$ cat config.mk
export PLATFORM = sky130hd
export DESIGN_NAME = load_store_unit_flat
export DESIGN_NICKNAME = d
export VERILOG_FILES = /design/src/rtl/lsu_pkg.sv /design/src/rtl/lsu_if.sv /design/src/rtl/lsu_align.sv /design/src/rtl/load_store_unit.sv /design/src/flat_wrapper.sv
export SDC_FILE = /design/constraint.sdc
export NUM_CORES = 1
export LEC_CHECK = 0
export CAP_MARGIN = 15
export CELL_PAD_IN_SITES_DETAIL_PLACEMENT = 1
export CELL_PAD_IN_SITES_GLOBAL_PLACEMENT = 2
export CORE_UTILIZATION = 28
export DETAILED_ROUTE_END_ITERATION = 16
export GPL_TIMING_DRIVEN = 0
export PLACE_DENSITY = 0.95
export REMOVE_ABC_BUFFERS = 1
export SYNTH_ARGS = -nofsm -noshare
export SYNTH_HDL_FRONTEND = slang
export SYNTH_HIERARCHICAL = 1
export SYNTH_SLANG_ARGS = --single-unit
$ cat constraint.sdc
create_clock -name clk -period 8.3 [get_ports clk]
set_clock_uncertainty 0.15 [all_clocks]
set_input_delay 2.49 -clock clk [delete_from_list [all_inputs] [get_ports clk]]
set_output_delay 2.49 -clock clk [all_outputs]
set_load 0.01 [all_outputs]
$ cat src/rtl/lsu_pkg.sv
// ---------------------------------------------------------------------------
// lsu_pkg
// Shared definitions for the RV32I load/store unit.
//   - funct3 encodings for loads (F3_LB..F3_LHU) and stores (F3_SB..F3_SW)
//   - lsu_state_t : FSM state encoding
//   - is_misaligned() : alignment check for a width/offset pair
//   - is_illegal()    : funct3 legality check for loads and stores
// ---------------------------------------------------------------------------
package lsu_pkg;

    localparam int MEM_AW = 30;  // RAM word address width

    localparam logic [2:0] F3_LB  = 3'b000;
    localparam logic [2:0] F3_LH  = 3'b001;
    localparam logic [2:0] F3_LW  = 3'b010;
    localparam logic [2:0] F3_LBU = 3'b100;
    localparam logic [2:0] F3_LHU = 3'b101;

    localparam logic [2:0] F3_SB  = 3'b000;
    localparam logic [2:0] F3_SH  = 3'b001;
    localparam logic [2:0] F3_SW  = 3'b010;

    typedef enum logic [1:0] {
        IDLE   = 2'd0,
        ACCESS = 2'd1,
        RDWAIT = 2'd2,
        RESP   = 2'd3
    } lsu_state_t;

    // Halfwords must sit on an even byte, words on a word boundary.
    // funct3[1:0] carries the width for both signed and unsigned loads.
    function automatic logic is_misaligned(input logic [2:0] funct3, input logic [1:0] off);
        logic mis;
        mis = 1'b0;
        case (funct3[1:0])
            2'b01:   mis = off[0];
            2'b10:   mis = (off != 2'b00);
            default: mis = 1'b0;
        endcase
        return mis;
    endfunction

    function automatic logic is_illegal(input logic we, input logic [2:0] funct3);
        logic ill;
        if (we) begin
            ill = !((funct3 == F3_SB) || (funct3 == F3_SH) || (funct3 == F3_SW));
        end else begin
            ill = !((funct3 == F3_LB) || (funct3 == F3_LH) || (funct3 == F3_LW) ||
                    (funct3 == F3_LBU) || (funct3 == F3_LHU));
        end
        return ill;
    endfunction

endpackage

$ cat src/rtl/lsu_if.sv
// ---------------------------------------------------------------------------
// lsu_req_if : execute-stage request/response channel of the LSU.
//   master = execute stage (drives req_*), slave = LSU (drives req_ready, resp_*)
// lsu_mem_if : data port of the dual-port RAM.
//   master = LSU (drives addr/wdata/byte_en/wr), slave = RAM (drives mem_rdata)
// ---------------------------------------------------------------------------
interface lsu_req_if;
    logic        req_valid;
    logic        req_ready;
    logic        req_we;
    logic [2:0]  req_funct3;
    logic [31:0] req_addr;
    logic [31:0] req_wdata;
    logic        resp_valid;
    logic [31:0] resp_rdata;
    logic        resp_err;

    modport master (
        output req_valid, req_we, req_funct3, req_addr, req_wdata,
        input  req_ready, resp_valid, resp_rdata, resp_err
    );

    modport slave (
        input  req_valid, req_we, req_funct3, req_addr, req_wdata,
        output req_ready, resp_valid, resp_rdata, resp_err
    );
endinterface

interface lsu_mem_if;
    logic [29:0] mem_addr;
    logic [31:0] mem_wdata;
    logic [3:0]  mem_byte_en;
    logic        mem_wr;
    logic [31:0] mem_rdata;

    modport master (
        output mem_addr, mem_wdata, mem_byte_en, mem_wr,
        input  mem_rdata
    );

    modport slave (
        input  mem_addr, mem_wdata, mem_byte_en, mem_wr,
        output mem_rdata
    );
endinterface

$ cat src/rtl/lsu_align.sv
// ---------------------------------------------------------------------------
// lsu_align
// Purely combinational lane logic shared by the store and load paths.
//   funct3_i  : RV32I width/sign code
//   off_i     : byte offset within the word (addr[1:0])
//   st_data_i : right-aligned store data
//   ld_word_i : raw 32-bit word read from the RAM
//   byte_en_o : lane enables for the access
//   st_data_o : store data replicated across all lanes
//   ld_data_o : selected lane(s), sign- or zero-extended to 32 bits
// ---------------------------------------------------------------------------
module lsu_align
    import lsu_pkg::*;
(
    input  logic [2:0]  funct3_i,
    input  logic [1:0]  off_i,
    input  logic [31:0] st_data_i,
    input  logic [31:0] ld_word_i,
    output logic [3:0]  byte_en_o,
    output logic [31:0] st_data_o,
    output logic [31:0] ld_data_o
);

    logic [7:0]  ld_byte;
    logic [15:0] ld_half;

    // NOTE: every output of a combinational block gets a default first so no
    // path through the case statements can infer a latch.
    always_comb begin
        byte_en_o = 4'b1111;
        st_data_o = st_data_i;
        case (funct3_i[1:0])
            2'b00: begin
                byte_en_o = 4'b0001 << off_i;
                st_data_o = {4{st_data_i[7:0]}};
            end
            2'b01: begin
                byte_en_o = off_i[1] ? 4'b1100 : 4'b0011;
                st_data_o = {2{st_data_i[15:0]}};
            end
            default: begin
                byte_en_o = 4'b1111;
                st_data_o = st_data_i;
            end
        endcase
    end

    always_comb begin
        ld_byte = ld_word_i[7:0];
        case (off_i)
            2'd0: ld_byte = ld_word_i[7:0];
            2'd1: ld_byte = ld_word_i[15:8];
            2'd2: ld_byte = ld_word_i[23:16];
            2'd3: ld_byte = ld_word_i[31:24];
            default: ld_byte = ld_word_i[7:0];
        endcase
        ld_half = off_i[1] ? ld_word_i[31:16] : ld_word_i[15:0];

        ld_data_o = ld_word_i;
        case (funct3_i)
            F3_LB:   ld_data_o = {{24{ld_byte[7]}}, ld_byte};
            F3_LH:   ld_data_o = {{16{ld_half[15]}}, ld_half};
            F3_LBU:  ld_data_o = {24'd0, ld_byte};
            F3_LHU:  ld_data_o = {16'd0, ld_half};
            default: ld_data_o = ld_word_i;
        endcase
    end

endmodule

$ cat src/rtl/load_store_unit.sv
// ---------------------------------------------------------------------------
// load_store_unit
// Data-side master of the dual-port RAM. Accepts one RV32I load/store per
// request, drives the RAM word address, lane enables and replicated write
// data, and returns the extended load result one cycle after the RAM's
// registered read. Misaligned or illegal ops are answered with resp_err and
// never touch memory.
//   clk : clock
//   rst : synchronous reset, active-high
//   req : lsu_req_if.slave  - request in, response out
//   mem : lsu_mem_if.master - RAM data port
// Latency accept->resp_valid: error 1, store 2, load 3 cycles.
// ---------------------------------------------------------------------------
module load_store_unit
    import lsu_pkg::*;
(
    input  logic       clk,
    input  logic       rst,
    lsu_req_if.slave   req,
    lsu_mem_if.master  mem
);

    lsu_state_t  state_q, state_d;
    logic [29:0] addr_q, addr_d;
    logic [31:0] wdata_q, wdata_d;
    logic [3:0]  be_q, be_d;
    logic        wr_q, wr_d;
    logic        resp_valid_q, resp_valid_d;
    logic        resp_err_q, resp_err_d;
    logic [31:0] rdata_q, rdata_d;
    logic [1:0]  off_q, off_d;
    logic [2:0]  f3_q, f3_d;
    logic        we_q, we_d;

    logic        idle;
    logic        accept;
    logic        req_bad;
    logic [2:0]  sel_f3;
    logic [1:0]  sel_off;
    logic [3:0]  al_be;
    logic [31:0] al_wdata;
    logic [31:0] al_rdata;

    assign idle    = (state_q == IDLE);
    assign accept  = req.req_valid && idle;
    assign req_bad = is_illegal(req.req_we, req.req_funct3) ||
                     is_misaligned(req.req_funct3, req.req_addr[1:0]);

    // The aligner sees the live request while idle (store lanes are built at
    // accept) and the latched op afterwards (load extraction in RDWAIT).
    assign sel_f3  = idle ? req.req_funct3    : f3_q;
    assign sel_off = idle ? req.req_addr[1:0] : off_q;

    lsu_align u_align (
        .funct3_i  (sel_f3),
        .off_i     (sel_off),
        .st_data_i (req.req_wdata),
        .ld_word_i (mem.mem_rdata),
        .byte_en_o (al_be),
        .st_data_o (al_wdata),
        .ld_data_o (al_rdata)
    );

    always_comb begin
        state_d      = state_q;
        addr_d       = addr_q;
        wdata_d      = wdata_q;
        be_d         = be_q;
        wr_d         = wr_q;
        resp_valid_d = resp_valid_q;
        resp_err_d   = resp_err_q;
        rdata_d      = rdata_q;
        off_d        = off_q;
        f3_d         = f3_q;
        we_d         = we_q;

        unique case (state_q)
            IDLE: begin
                if (accept) begin
                    off_d = req.req_addr[1:0];
                    f3_d  = req.req_funct3;
                    we_d  = req.req_we;
                    if (req_bad) begin
                        // Memory-side registers are left untouched.
                        resp_valid_d = 1'b1;
                        resp_err_d   = 1'b1;
                        rdata_d      = 32'd0;
                        state_d      = RESP;
                    end else begin
                        addr_d  = req.req_addr[31:2];
                        be_d    = al_be;
                        wdata_d = al_wdata;
                        wr_d    = req.req_we;
                        state_d = ACCESS;
                    end
                end
            end
            ACCESS: begin
                wr_d = 1'b0;
                if (we_q) begin
                    resp_valid_d = 1'b1;
                    resp_err_d   = 1'b0;
                    rdata_d      = 32'd0;
                    state_d      = RESP;
                end else begin
                    state_d = RDWAIT;
                end
            end
            RDWAIT: begin
                // mem_rdata now holds the word addressed during ACCESS.
                rdata_d      = al_rdata;
                resp_valid_d = 1'b1;
                resp_err_d   = 1'b0;
                state_d      = RESP;
            end
            RESP: begin
                // Dropping the lane enables freezes the RAM read register.
                resp_valid_d = 1'b0;
                resp_err_d   = 1'b0;
                be_d         = 4'b0000;
                wr_d         = 1'b0;
                state_d      = IDLE;
            end
            default: state_d = IDLE;
        endcase
    end

    // NOTE: state registers use non-blocking assignments so every flop
    // samples the values from before the edge, independent of block order.
    always_ff @(posedge clk) begin
        if (rst) begin
            state_q      <= IDLE;
            addr_q       <= '0;
            wdata_q      <= '0;
            be_q         <= '0;
            wr_q         <= 1'b0;
            resp_valid_q <= 1'b0;
            resp_err_q   <= 1'b0;
            rdata_q      <= '0;
            off_q        <= '0;
            f3_q         <= '0;
            we_q         <= 1'b0;
        end else begin
            state_q      <= state_d;
            addr_q       <= addr_d;
            wdata_q      <= wdata_d;
            be_q         <= be_d;
            wr_q         <= wr_d;
            resp_valid_q <= resp_valid_d;
            resp_err_q   <= resp_err_d;
            rdata_q      <= rdata_d;
            off_q        <= off_d;
            f3_q         <= f3_d;
            we_q         <= we_d;
        end
    end

    assign req.req_ready  = idle;
    assign req.resp_valid = resp_valid_q;
    assign req.resp_err   = resp_err_q;
    assign req.resp_rdata = rdata_q;

    assign mem.mem_addr    = addr_q;
    assign mem.mem_wdata   = wdata_q;
    assign mem.mem_byte_en = be_q;
    assign mem.mem_wr      = wr_q;

endmodule

$ cat src/flat_wrapper.sv
// flat-port wrapper written by rule: the top's interface ports become plain ports
module load_store_unit_flat import lsu_pkg::*;
  (clk, rst, req_req_valid, req_req_we, req_req_funct3, req_req_addr, req_req_wdata, req_req_ready, req_resp_valid, req_resp_rdata, req_resp_err, mem_mem_addr, mem_mem_wdata, mem_mem_byte_en, mem_mem_wr, mem_mem_rdata);
  lsu_req_if req_i ();
  lsu_mem_if mem_i ();
  input  logic clk;
  input  logic rst;
  input wire logic [$bits(req_i.req_valid)-1:0] req_req_valid;
  input wire logic [$bits(req_i.req_we)-1:0] req_req_we;
  input wire logic [$bits(req_i.req_funct3)-1:0] req_req_funct3;
  input wire logic [$bits(req_i.req_addr)-1:0] req_req_addr;
  input wire logic [$bits(req_i.req_wdata)-1:0] req_req_wdata;
  output wire logic [$bits(req_i.req_ready)-1:0] req_req_ready;
  output wire logic [$bits(req_i.resp_valid)-1:0] req_resp_valid;
  output wire logic [$bits(req_i.resp_rdata)-1:0] req_resp_rdata;
  output wire logic [$bits(req_i.resp_err)-1:0] req_resp_err;
  output wire logic [$bits(mem_i.mem_addr)-1:0] mem_mem_addr;
  output wire logic [$bits(mem_i.mem_wdata)-1:0] mem_mem_wdata;
  output wire logic [$bits(mem_i.mem_byte_en)-1:0] mem_mem_byte_en;
  output wire logic [$bits(mem_i.mem_wr)-1:0] mem_mem_wr;
  input wire logic [$bits(mem_i.mem_rdata)-1:0] mem_mem_rdata;
  assign req_i.req_valid = req_req_valid;
  assign req_i.req_we = req_req_we;
  assign req_i.req_funct3 = req_req_funct3;
  assign req_i.req_addr = req_req_addr;
  assign req_i.req_wdata = req_req_wdata;
  assign req_req_ready = req_i.req_ready;
  assign req_resp_valid = req_i.resp_valid;
  assign req_resp_rdata = req_i.resp_rdata;
  assign req_resp_err = req_i.resp_err;
  assign mem_mem_addr = mem_i.mem_addr;
  assign mem_mem_wdata = mem_i.mem_wdata;
  assign mem_mem_byte_en = mem_i.mem_byte_en;
  assign mem_mem_wr = mem_i.mem_wr;
  assign mem_i.mem_rdata = mem_mem_rdata;
  load_store_unit u_core (.clk(clk), .rst(rst), .req(req_i), .mem(mem_i));
endmodule
==> results_dict.tcl, run 1 <==
set metrics [dict create \
    fillerInstances 2434 \
    die-height_um 147 \
    ys.warnings.count 6 \
    hold_violations 0 \
    hpwl_um 13000 \
    layout.core_utilization_pct 40.4 \
    route.vias.total 5405 \
    hold_slack_ps 307 \
    fp.dieArea_um2 21600 \
    sequential_cell_area_um2 2180 \
    syn_inst 705 \
    tritoncts_num_sinks 109 \
    cts.reportedPaths.clkPinSlew_ps 80 \
    maximum_number_of_pins_on_one_net_before_global_route_repair 113 \
    power.switching_fraction_pct 38.6 \
    seq_area_frac_synth_pct 37.1 \
    run_status "finished, final reports clean" \
    routed_wire_length_per_instance_um 16.0 \
    worst-setup-path-type "in2reg" \
    syn2layout_area_growth_pct 40.5 \
    setup_total_negative_slack_ps 0 \
    1st_pass_router_iterations 4 \
    cts_setup_buffers 0 \
    maxCapViolations 0 \
    final_min_period_over_clock_period_pct 66.5 \
    initial_utilization_pct 28.8 \
    finalMaxSlewViolations 0 \
    layout-drive-gt1-share_pct 6.59 \
    cts_tree "built" \
    die_w_um 147 \
    share_seq_of_total_power_pct 30.2 \
    drc_errors 0 \
    synth_enable_flop_cells 0 \
    post_cts_hold_buffer_count 0 \
    fmax_mhz 181 \
    synth_async_sr_flop_share_pct 0 \
    final_worst_path_period_need_ps 5520 \
    synth-seq-cells 109 \
    synth_top_area_share_pct 37.1 \
    cts_made_buffers 9 \
    clock_power_share_pct 21.2 \
    max-slew-margin-rel_pct 29.2 \
    worst_hold_path_type "reg2reg" \
    grt_antenna_before_repair 0 \
    syn_area_um2 5880 \
    startpoint_type "input pin" \
    grt_use_total_pct 16.9 \
    route.antenna.remaining_nets 0 \
    power-per-cell-area_nw_per_um2 248 \
    grt_pass1_vias 5591 \
    grt_pass1_wl_um 29000 \
    cp.required_ps 8360 \
    dr.first_iter.drc_count 186 \
    clock-root-buffer "sky130_fd_sc_hd__clkbuf_16" \
    yosysTopAreaCell "sky130_fd_sc_hd__dfxtp_1" \
    port_buffers 204 \
    via_per_inst 4.76 \
    setup_viol 0 \
    cell_variety_after_synth 46 \
    p_sw_mw 0.791 \
    cts-resized-gates 0 \
    clock_insertion_delay_worst_skew_ps 350 \
    nNetsFinal 971 \
    top_level_ports 205 \
    power_leakage_nw 3.06 \
    diodes 0 \
    cts_max_level 3 \
    end_kind "register" \
    synth_area_leaders "sky130_fd_sc_hd__dfxtp_1 (37%), sky130_fd_sc_hd__mux2i_1 (19%), sky130_fd_sc_hd__nand2_1 (16%)" \
    fp.coreArea_um2 20400 \
    rsz_0062_raised_after_global_routing "false" \
    critPathArrivalTime_ps 5580 \
    multi_input_comb_area_um2 3250 \
    rows 52 \
    worstMarginPinSlew_ps 1060 \
    synth_top_flop_cell "sky130_fd_sc_hd__dfxtp_1" \
    place.gp.congestion 0.738 \
    p_comb_share_pct 48.6 \
    clockBufferDepth 2 \
    drt_wl_total_um 18200 \
    syn-mean-instance-area_um2 8.34 \
    power.internal_mw 1.26 \
    globalRoute.totalOverflow 0 \
    ir_worst_vdd_mv 0.102 \
    worstPathMaxFanout 47 \
]
-- path summary, 6_finish.rpt --
kind,slack [ps],endpoint,start,depth (start not counted)
worst min register to register,310,u_core/mem.mem_addr[27],u_core/mem.mem_addr[27],2
worst min-delay path,310,u_core/mem.mem_addr[27],u_core/mem.mem_addr[27],2
worst max-delay path,2780,u_core/req.resp_rdata[18],req_req_funct3[1],9
worst max register to register,4180,u_core/req.resp_rdata[18],u_core/state_q[1],10
-- stage by stage --
step	worst slack [ps]	instances	total power, mW	area, um^2
floorplan	2250	640	1.26	5450
global placement	-492	1114	1.62	7830
detailed placement	2400	1119	1.64	7970
CTS	2780	1135	2.09	8260
global route	2570	1135	2.19	8260
finish	2780	1135	2.05	8260
-- logic make-up (layout without fill, tap and decap cells) --
family | Yosys count | in the layout | share of synthesized area, %
buffers and inverters | 72 | 232 | 7.79
AO/OA/AOI/OAI | 92 | 92 | 10.1
AND/OR/NAND/NOR | 291 | 291 | 20.0
adder cells (fa/ha/maj) | 8 | 8 | 1.70
flip-flops | 109 | 109 | 37.1
multiplexers | 133 | 133 | 23.2
-- routing by layer --
metal	part of all wire [%]	up-vias	global-route usage, %
met3	10	16	7.20
met5	0	-	0
met2	44	190	27.5
met4	1.2	0	4.38
met1	44	2534	20.5
li1	-	2665	-
-- area by class of cell --
| cell class | instances | share of cell area (%) |
|---|---|---|
| inverters | 7 | 0.379 |
| clock buffers | 9 | 2.73 |
| clock inverters | 7 | 0.788 |
| well taps | 270 | 4.09 |
| multi-input cells | 524 | 39.3 |
| flip-flops and latches | 109 | 26.4 |
| repair buffers | 209 | 26.3 |
-- sequential cells by signal, indices dropped and copies added, names as in the netlist, 2 cells and up --
signal / cells
u_core/state_q: 2
u_core/mem.mem_addr: 30
u_core/f3_q: 3
u_core/mem.mem_wdata: 32
u_core/mem.mem_byte_en: 4
u_core/off_q: 2
u_core/req.resp_rdata: 32
-- synthesized netlist by cell type, types with 2 or more instances --
master and instances:
sky130_fd_sc_hd__buf_6 4, sky130_fd_sc_hd__mux2i_1 109, sky130_fd_sc_hd__buf_12 6, sky130_fd_sc_hd__a211oi_1 2, sky130_fd_sc_hd__o21ai_0 20, sky130_fd_sc_hd__dfxtp_1 109, sky130_fd_sc_hd__a31oi_1 8, sky130_fd_sc_hd__clkbuf_1 37
sky130_fd_sc_hd__nor3_1 2, sky130_fd_sc_hd__clkinv_1 2, sky130_fd_sc_hd__a2bb2oi_1 4, sky130_fd_sc_hd__nor2_1 5, sky130_fd_sc_hd__buf_2 3, sky130_fd_sc_hd__or2_2 2, sky130_fd_sc_hd__a21oi_1 35, sky130_fd_sc_hd__a22o_1 2
sky130_fd_sc_hd__inv_1 5, sky130_fd_sc_hd__a21o_1 2, sky130_fd_sc_hd__nand2b_1 9, sky130_fd_sc_hd__buf_1 2, sky130_fd_sc_hd__o21bai_1 3, sky130_fd_sc_hd__nand2_1 254, sky130_fd_sc_hd__nor2b_1 5, sky130_fd_sc_hd__buf_4 12
sky130_fd_sc_hd__a221o_1 8, sky130_fd_sc_hd__nand3_1 6, sky130_fd_sc_hd__mux2_2 23, sky130_fd_sc_hd__ha_1 8
-- power by group through the flow --
| stage | Sequential (mW) | Clock (mW) | Combinational, mW |
|---|---|---|---|
| after floorplan | 0.650 | 0 | 0.613 |
| after global placement | 0.629 | 0 | 0.987 |
| after detailed placement | 0.631 | 0 | 1.00 |
| after CTS | 0.620 | 0.456 | 1.01 |
| after global routing | 0.628 | 0.475 | 1.08 |
| final | 0.619 | 0.434 | 0.996 |
-- critical path, cell delays in order --
cell and delay [ps]:
sky130_fd_sc_hd__clkdlybuf4s50_1 530, sky130_fd_sc_hd__mux2_2 540, sky130_fd_sc_hd__buf_12 290, sky130_fd_sc_hd__nor2_2 200, sky130_fd_sc_hd__and3_4 280, sky130_fd_sc_hd__a2111oi_4 940, sky130_fd_sc_hd__a21oi_1 90, sky130_fd_sc_hd__nand2_1 110
sky130_fd_sc_hd__mux2i_1 60
-- cells in the final DEF, fill, tap and decap left out, types with 2 or more instances in the layout --
master	synthesis	routed
sky130_fd_sc_hd__nand2_1	254	254
sky130_fd_sc_hd__clkdlybuf4s50_1	0	204
sky130_fd_sc_hd__mux2i_1	109	109
sky130_fd_sc_hd__dfxtp_1	109	109
sky130_fd_sc_hd__a21oi_1	35	35
sky130_fd_sc_hd__mux2_2	23	23
sky130_fd_sc_hd__o21ai_0	20	20
sky130_fd_sc_hd__clkbuf_16	0	9
sky130_fd_sc_hd__nand2b_1	9	9
sky130_fd_sc_hd__a31oi_1	8	8
sky130_fd_sc_hd__ha_1	8	8
sky130_fd_sc_hd__a221o_1	8	8
sky130_fd_sc_hd__nand3_1	6	6
sky130_fd_sc_hd__inv_1	5	5
sky130_fd_sc_hd__nor2_1	5	5
sky130_fd_sc_hd__clkinv_4	0	4
sky130_fd_sc_hd__nor2b_1	5	4
sky130_fd_sc_hd__buf_16	0	4
sky130_fd_sc_hd__a2bb2oi_1	4	4
sky130_fd_sc_hd__o21bai_1	3	3
sky130_fd_sc_hd__inv_8	0	2
sky130_fd_sc_hd__nor3_1	2	2
sky130_fd_sc_hd__or2_2	2	2
sky130_fd_sc_hd__a31o_2	1	2
sky130_fd_sc_hd__a211oi_1	2	2
sky130_fd_sc_hd__a22o_1	2	2
sky130_fd_sc_hd__a21o_1	2	2
No activity file was read; power rests on OpenSTA's default activity.
==> run 2: changes to the inputs <==
CORE_UTILIZATION = 23   (was 28)
PLACE_DENSITY = 0.85   (was 0.95)
clock period = 4.7 ns   (was 8.3 ns; I/O delays follow)
==> run 2 against run 1 <==
  * Worst hold slack better by 3.0 ps
  * Sequential power up 76%
  * Routed wire length up 5.0%
  * Die area up 21%
  * Core utilization down 7.4 points
  * Non-clock buffer count down 1
==> results_dict.tcl, run 2 (synthesis gave the netlist of run 1 again) <==
set metrics [dict create \
    rr_startpoint "u_core/state_q[0]" \
    critPathArrivalTime_ps 4530 \
    nNetsFinal 970 \
    layout.core_utilization_pct 33.0 \
    hold_path.startpoint "u_core/mem.mem_wdata[7]" \
    grt_pass1_wl_um 29800 \
    layout-drive-gt1-share_pct 6.48 \
    final_min_period_over_clock_period_pct 94.7 \
    cts_setup_buffers 0 \
    maximum_number_of_pins_on_one_net_before_global_route_repair 120 \
    max-slew-margin-rel_pct 27.8 \
    p_total_mw 3.62 \
    diodes 0 \
    critical_path.slowest_cell "sky130_fd_sc_hd__a2111oi_4" \
    power_leakage_nw 3.05 \
    finalNonFillerCells 1194 \
    finalMaxSlewViolations 0 \
    drt_wl_total_um 19100 \
    tritoncts_num_sinks 109 \
    place.gp.congestion 0.735 \
    crit_family "compound AO/OA/AOI/OAI gates" \
    startpoint_type "input pin" \
    grt_use_total_pct 14.5 \
    run_status "finished, final reports clean" \
    port_buffers 204 \
    fmax_mhz 225 \
    clock-root-buffer "sky130_fd_sc_hd__clkbuf_16" \
    worstPathMaxFanout 70 \
    end_kind "register" \
    cts_max_level 3 \
    route.vias.total 5396 \
    dr.first_iter.drc_count 164 \
    most-common-layout-cells "sky130_fd_sc_hd__nand2_1 (254), sky130_fd_sc_hd__clkdlybuf4s50_1 (204), sky130_fd_sc_hd__mux2i_1 (109), sky130_fd_sc_hd__dfxtp_1 (109), sky130_fd_sc_hd__a21oi_1 (35)" \
    grt_antenna_before_repair 0 \
    cts.reportedPaths.clkPinSlew_ps 80 \
    final_worst_path_period_need_ps 4450 \
    rows 58 \
    cts_made_buffers 9 \
    globalRoute.totalOverflow 0 \
    clockBufferDepth 2 \
    routed_wire_length_per_instance_um 16.0 \
    cts_tree "built" \
    clock_insertion_delay_worst_skew_ps 350 \
    top_level_ports 205 \
    maxCapViolations 0 \
    ir_worst_vdd_mv 0.158 \
    power-per-cell-area_nw_per_um2 437 \
    drc_errors 0 \
    syn2layout_area_growth_pct 41.0 \
    worst-setup-path-type "in2reg" \
    worst_path_largest_cell_delay_ps 960 \
    die_w_um 162 \
    fp.coreArea_um2 25100 \
    initial_utilization_pct 23.4 \
    critical_path.cell_chain "clkdlybuf4s50_1 > mux2_4 > nor2_2 > and3_4 > a2111oi_4 > a21oi_1 > nand2_1 > mux2i_1" \
    cp.required_ps 4770 \
    layout.cells.most_common "sky130_fd_sc_hd__nand2_1" \
    route.antenna.remaining_nets 0 \
    via_per_inst 4.52 \
    grt_pass1_vias 5543 \
    place.detailed.instances 1178 \
    rsz_0062_raised_after_global_routing "false" \
    cts-resized-gates 0 \
    fillerInstances 2995 \
    hpwl_um 13400 \
    setup_viol 0 \
    fp.dieArea_um2 26200 \
    hold_violations 0 \
    worstSetupStartpoint "req_req_funct3[1]" \
    worstPathBufferInverterCount 1 \
    post_cts_hold_buffer_count 0 \
    1st_pass_router_iterations 4 \
    worstMarginPinSlew_ps 1080 \
    die-height_um 162 \
    setup_total_negative_slack_ps 0 \
    worst_hold_path_type "reg2reg" \
]
## run 2: changes by cell type in the layout (fill, tap and decap cells not counted)
cell,delta
sky130_fd_sc_hd__clkinv_4,-2
sky130_fd_sc_hd__mux2_4,+1
sky130_fd_sc_hd__clkinv_2,+2
sky130_fd_sc_hd__mux2_2,-1
sky130_fd_sc_hd__buf_8,+1
sky130_fd_sc_hd__buf_16,-2
## run 2: per-layer routing
metal | up-vias | routed length, um | global-route usage, %
li1 | 2658 | - | -
met1 | 2545 | 8350 | 17.2
met2 | 182 | 8740 | 24.1
met3 | 11 | 1840 | 5.82
met4 | 0 | 191 | 4.03
met5 | - | 0 | 0
## run 2: worst paths after layout
kind	end	slack [ps]	cells after the start
min reg2reg	u_core/mem.mem_wdata[7]	310	2
min	u_core/mem.mem_wdata[7]	310	2
max	u_core/req.resp_rdata[27]	250	8
max reg2reg	u_core/req.resp_rdata[27]	530	9
## run 2: area by class of cell
cell class                 count  area, um^2  share of cell area (%)
timing repair buffer         208        2130                    25.7
multi-input combinational    524        3250                    39.2
inverter                       7        31.3                   0.377
tap                          330         413                    4.98
clock inverter                 7        57.6                   0.694
sequential                   109        2180                    26.3
clock buffer                   9         225                    2.72
## run 2: power by group
group	total, mW	internal [mW]	switching, mW
logic	1.76	0.792	0.968
registers	1.09	1.03	0.0638
clock network	0.767	0.370	0.398
total	3.62	2.19	1.43
## run 2: worst register-to-register path, stage by stage, from the launching register on
cell,delay (ps)
sky130_fd_sc_hd__dfxtp_1,380
sky130_fd_sc_hd__inv_1,110
sky130_fd_sc_hd__ha_1,690
sky130_fd_sc_hd__mux2_4,830
sky130_fd_sc_hd__nor2_2,370
sky130_fd_sc_hd__and3_4,300
sky130_fd_sc_hd__a2111oi_4,960
sky130_fd_sc_hd__a21oi_1,80
sky130_fd_sc_hd__nand2_1,110
sky130_fd_sc_hd__mux2i_1,70
## run 2: through the flow
step | hold slack [ps] | setup slack (ps) | instance area, um^2
floorplan | 278 | -272 | 5450
global placement | 290 | -3140 | 7900
detailed placement | 297 | -163 | 8010
CTS | 313 | 223 | 8290
global route | 322 | 12.4 | 8290
finish | 310 | 249 | 8290
==> run 3: changes to the inputs <==
SLEW_MARGIN = 20   (was default)
==> run 3 against run 2 <==
  * Cell area increased by 0.48%
  * Largest power group unchanged
  * Worst setup slack worse by 7.2 ps
  * Core utilization is 0.16 points higher
  * Register-to-register slack barely moved
  * Die area unchanged
==> results_dict.tcl, run 3 (synthesis gave the netlist of run 1 again) <==
set metrics [dict create \
    run_status "finished, final reports clean" \
    grt_use_total_pct 14.6 \
    worst-setup-path-type "in2reg" \
    grt_pass1_wl_um 30200 \
    hpwl_um 13700 \
    port_buffers 204 \
    via_per_inst 4.53 \
    cell_area_placed_um2 8040 \
    post_cts_hold_buffer_count 0 \
    worstMarginPinSlew_ps 1030 \
    maximum_number_of_pins_on_one_net_before_global_route_repair 102 \
    1st_pass_router_iterations 4 \
    layout-drive-gt1-share_pct 6.59 \
    worst_path_largest_cell_delay_ps 920 \
    initial_utilization_pct 23.4 \
    end_kind "register" \
    cts_tree "built" \
    critical_path.cell_chain "clkdlybuf4s50_1 > mux2_2 > nor2_2 > and3_4 > a2111oi_4 > a21oi_1 > nand2_1 > mux2i_1" \
    place.gp.congestion 0.735 \
    setup_viol 0 \
    die_w_um 162 \
    dr.first_iter.drc_count 175 \
    critical_path.slowest_cell "sky130_fd_sc_hd__a2111oi_4" \
    hold_slack_ps 308 \
    worst_hold_path_type "reg2reg" \
    route.vias.total 5418 \
    routed_wire_length_per_instance_um 16.1 \
    cts.reportedPaths.clkPinSlew_ps 80 \
    cts_made_buffers 9 \
    clock-root-buffer "sky130_fd_sc_hd__clkbuf_16" \
    final_area_um2 8330 \
    cts_max_level 3 \
    worstPathMaxFanout 24 \
    drc_errors 0 \
    fp.coreArea_um2 25100 \
    critPathArrivalTime_ps 4510 \
    layout.core_utilization_pct 33.2 \
    diodes 0 \
    nNetsFinal 971 \
    cts_setup_buffers 0 \
    clock_insertion_delay_worst_skew_ps 350 \
    drt_wl_total_um 19200 \
    syn2layout_area_growth_pct 41.7 \
    layout.cells.most_common "sky130_fd_sc_hd__nand2_1" \
    maxCapViolations 0 \
    cp.required_ps 4750 \
    fillerInstances 2977 \
    die-height_um 162 \
    clockBufferDepth 2 \
    cts-resized-gates 0 \
    tritoncts_num_sinks 109 \
    grt_pass1_vias 5644 \
    final_min_period_over_clock_period_pct 94.9 \
    power-per-cell-area_nw_per_um2 437 \
    max-slew-margin-rel_pct 31.4 \
    globalRoute.totalOverflow 0 \
    grt_antenna_before_repair 0 \
    ir_worst_vdd_mv 0.203 \
    finalMaxSlewViolations 0 \
    hold_violations 0 \
    rsz_0062_raised_after_global_routing "false" \
    route.antenna.remaining_nets 0 \
    startpoint_type "input pin" \
    worstPathBufferInverterCount 1 \
    top_level_ports 205 \
    final_worst_path_period_need_ps 4460 \
    rows 58 \
    fp.dieArea_um2 26200 \
    most-common-layout-cells "sky130_fd_sc_hd__nand2_1 (254), sky130_fd_sc_hd__clkdlybuf4s50_1 (204), sky130_fd_sc_hd__mux2i_1 (109), sky130_fd_sc_hd__dfxtp_1 (109), sky130_fd_sc_hd__a21oi_1 (35)" \
    crit_family "compound AO/OA/AOI/OAI gates" \
    p_total_mw 3.64 \
    fmax_mhz 224 \
    power_leakage_nw 3.06 \
]
## run 3: changes by cell type in the layout (fill, tap and decap cells not counted), sizes merged
cell    previous run  this run
inv                8         9
buf                4         5
clkbuf             9        10
clkinv             5         3
## run 3: cell type report
cell class / instances / area, um^2 / share of cell area [%]
Multi-Input combinational cell: 524 / 3260 / 39.2
Clock buffer: 10 / 239 / 2.87
Clock inverter: 6 / 52.6 / 0.631
Inverter: 7 / 31.3 / 0.375
Timing Repair Buffer: 209 / 2150 / 25.8
Tap cell: 330 / 413 / 4.96
Sequential cell: 109 / 2180 / 26.2
## run 3: final timing paths
kind / from / end / slack (ps) / cells past startpoint
min reg2reg: u_core/f3_q[2] / u_core/f3_q[2] / 310 / 2
max reg2reg: u_core/state_q[1] / u_core/req.resp_rdata[22] / 540 / 9
max: req_req_funct3[0] / u_core/req.resp_rdata[22] / 240 / 8
min: u_core/f3_q[2] / u_core/f3_q[2] / 310 / 2
## run 3: metal layers
layer  wire length [um]  part of all wire, %  vias to the layer above  GRT usage (%)
met3               1880                  9.8                       10           6.41
met4                138                 0.72                        0           2.70
met2               8720                   45                      172           24.6
li1                   -                    -                     2658              -
met1               8450                   44                     2578           17.1
met5                  0                    0                        -              0
## run 3: worst register-to-register path, cell delays in order (launching register included)
cell and delay (ps):
sky130_fd_sc_hd__dfxtp_1 360, sky130_fd_sc_hd__inv_1 120, sky130_fd_sc_hd__ha_1 700, sky130_fd_sc_hd__mux2_2 860, sky130_fd_sc_hd__nor2_2 340, sky130_fd_sc_hd__and3_4 300, sky130_fd_sc_hd__a2111oi_4 920, sky130_fd_sc_hd__a21oi_1 90
sky130_fd_sc_hd__nand2_1 100, sky130_fd_sc_hd__mux2i_1 80
## run 3: per-stage QoR
stage	setup TNS, ps	setup WS (ps)	instances
detailed placement	-2440	-184	1179
global placement	-245130	-3140	1174
global route	0	55.1	1195
finish	0	241	1195
floorplan	-9250	-272	640
CTS	0	191	1195
## run 3: power by group
part	switching, mW	internal [mW]	leakage, nW
Combinational	0.969	0.798	2.03
Clock	0.394	0.386	0.143
Sequential	0.0639	1.03	0.884
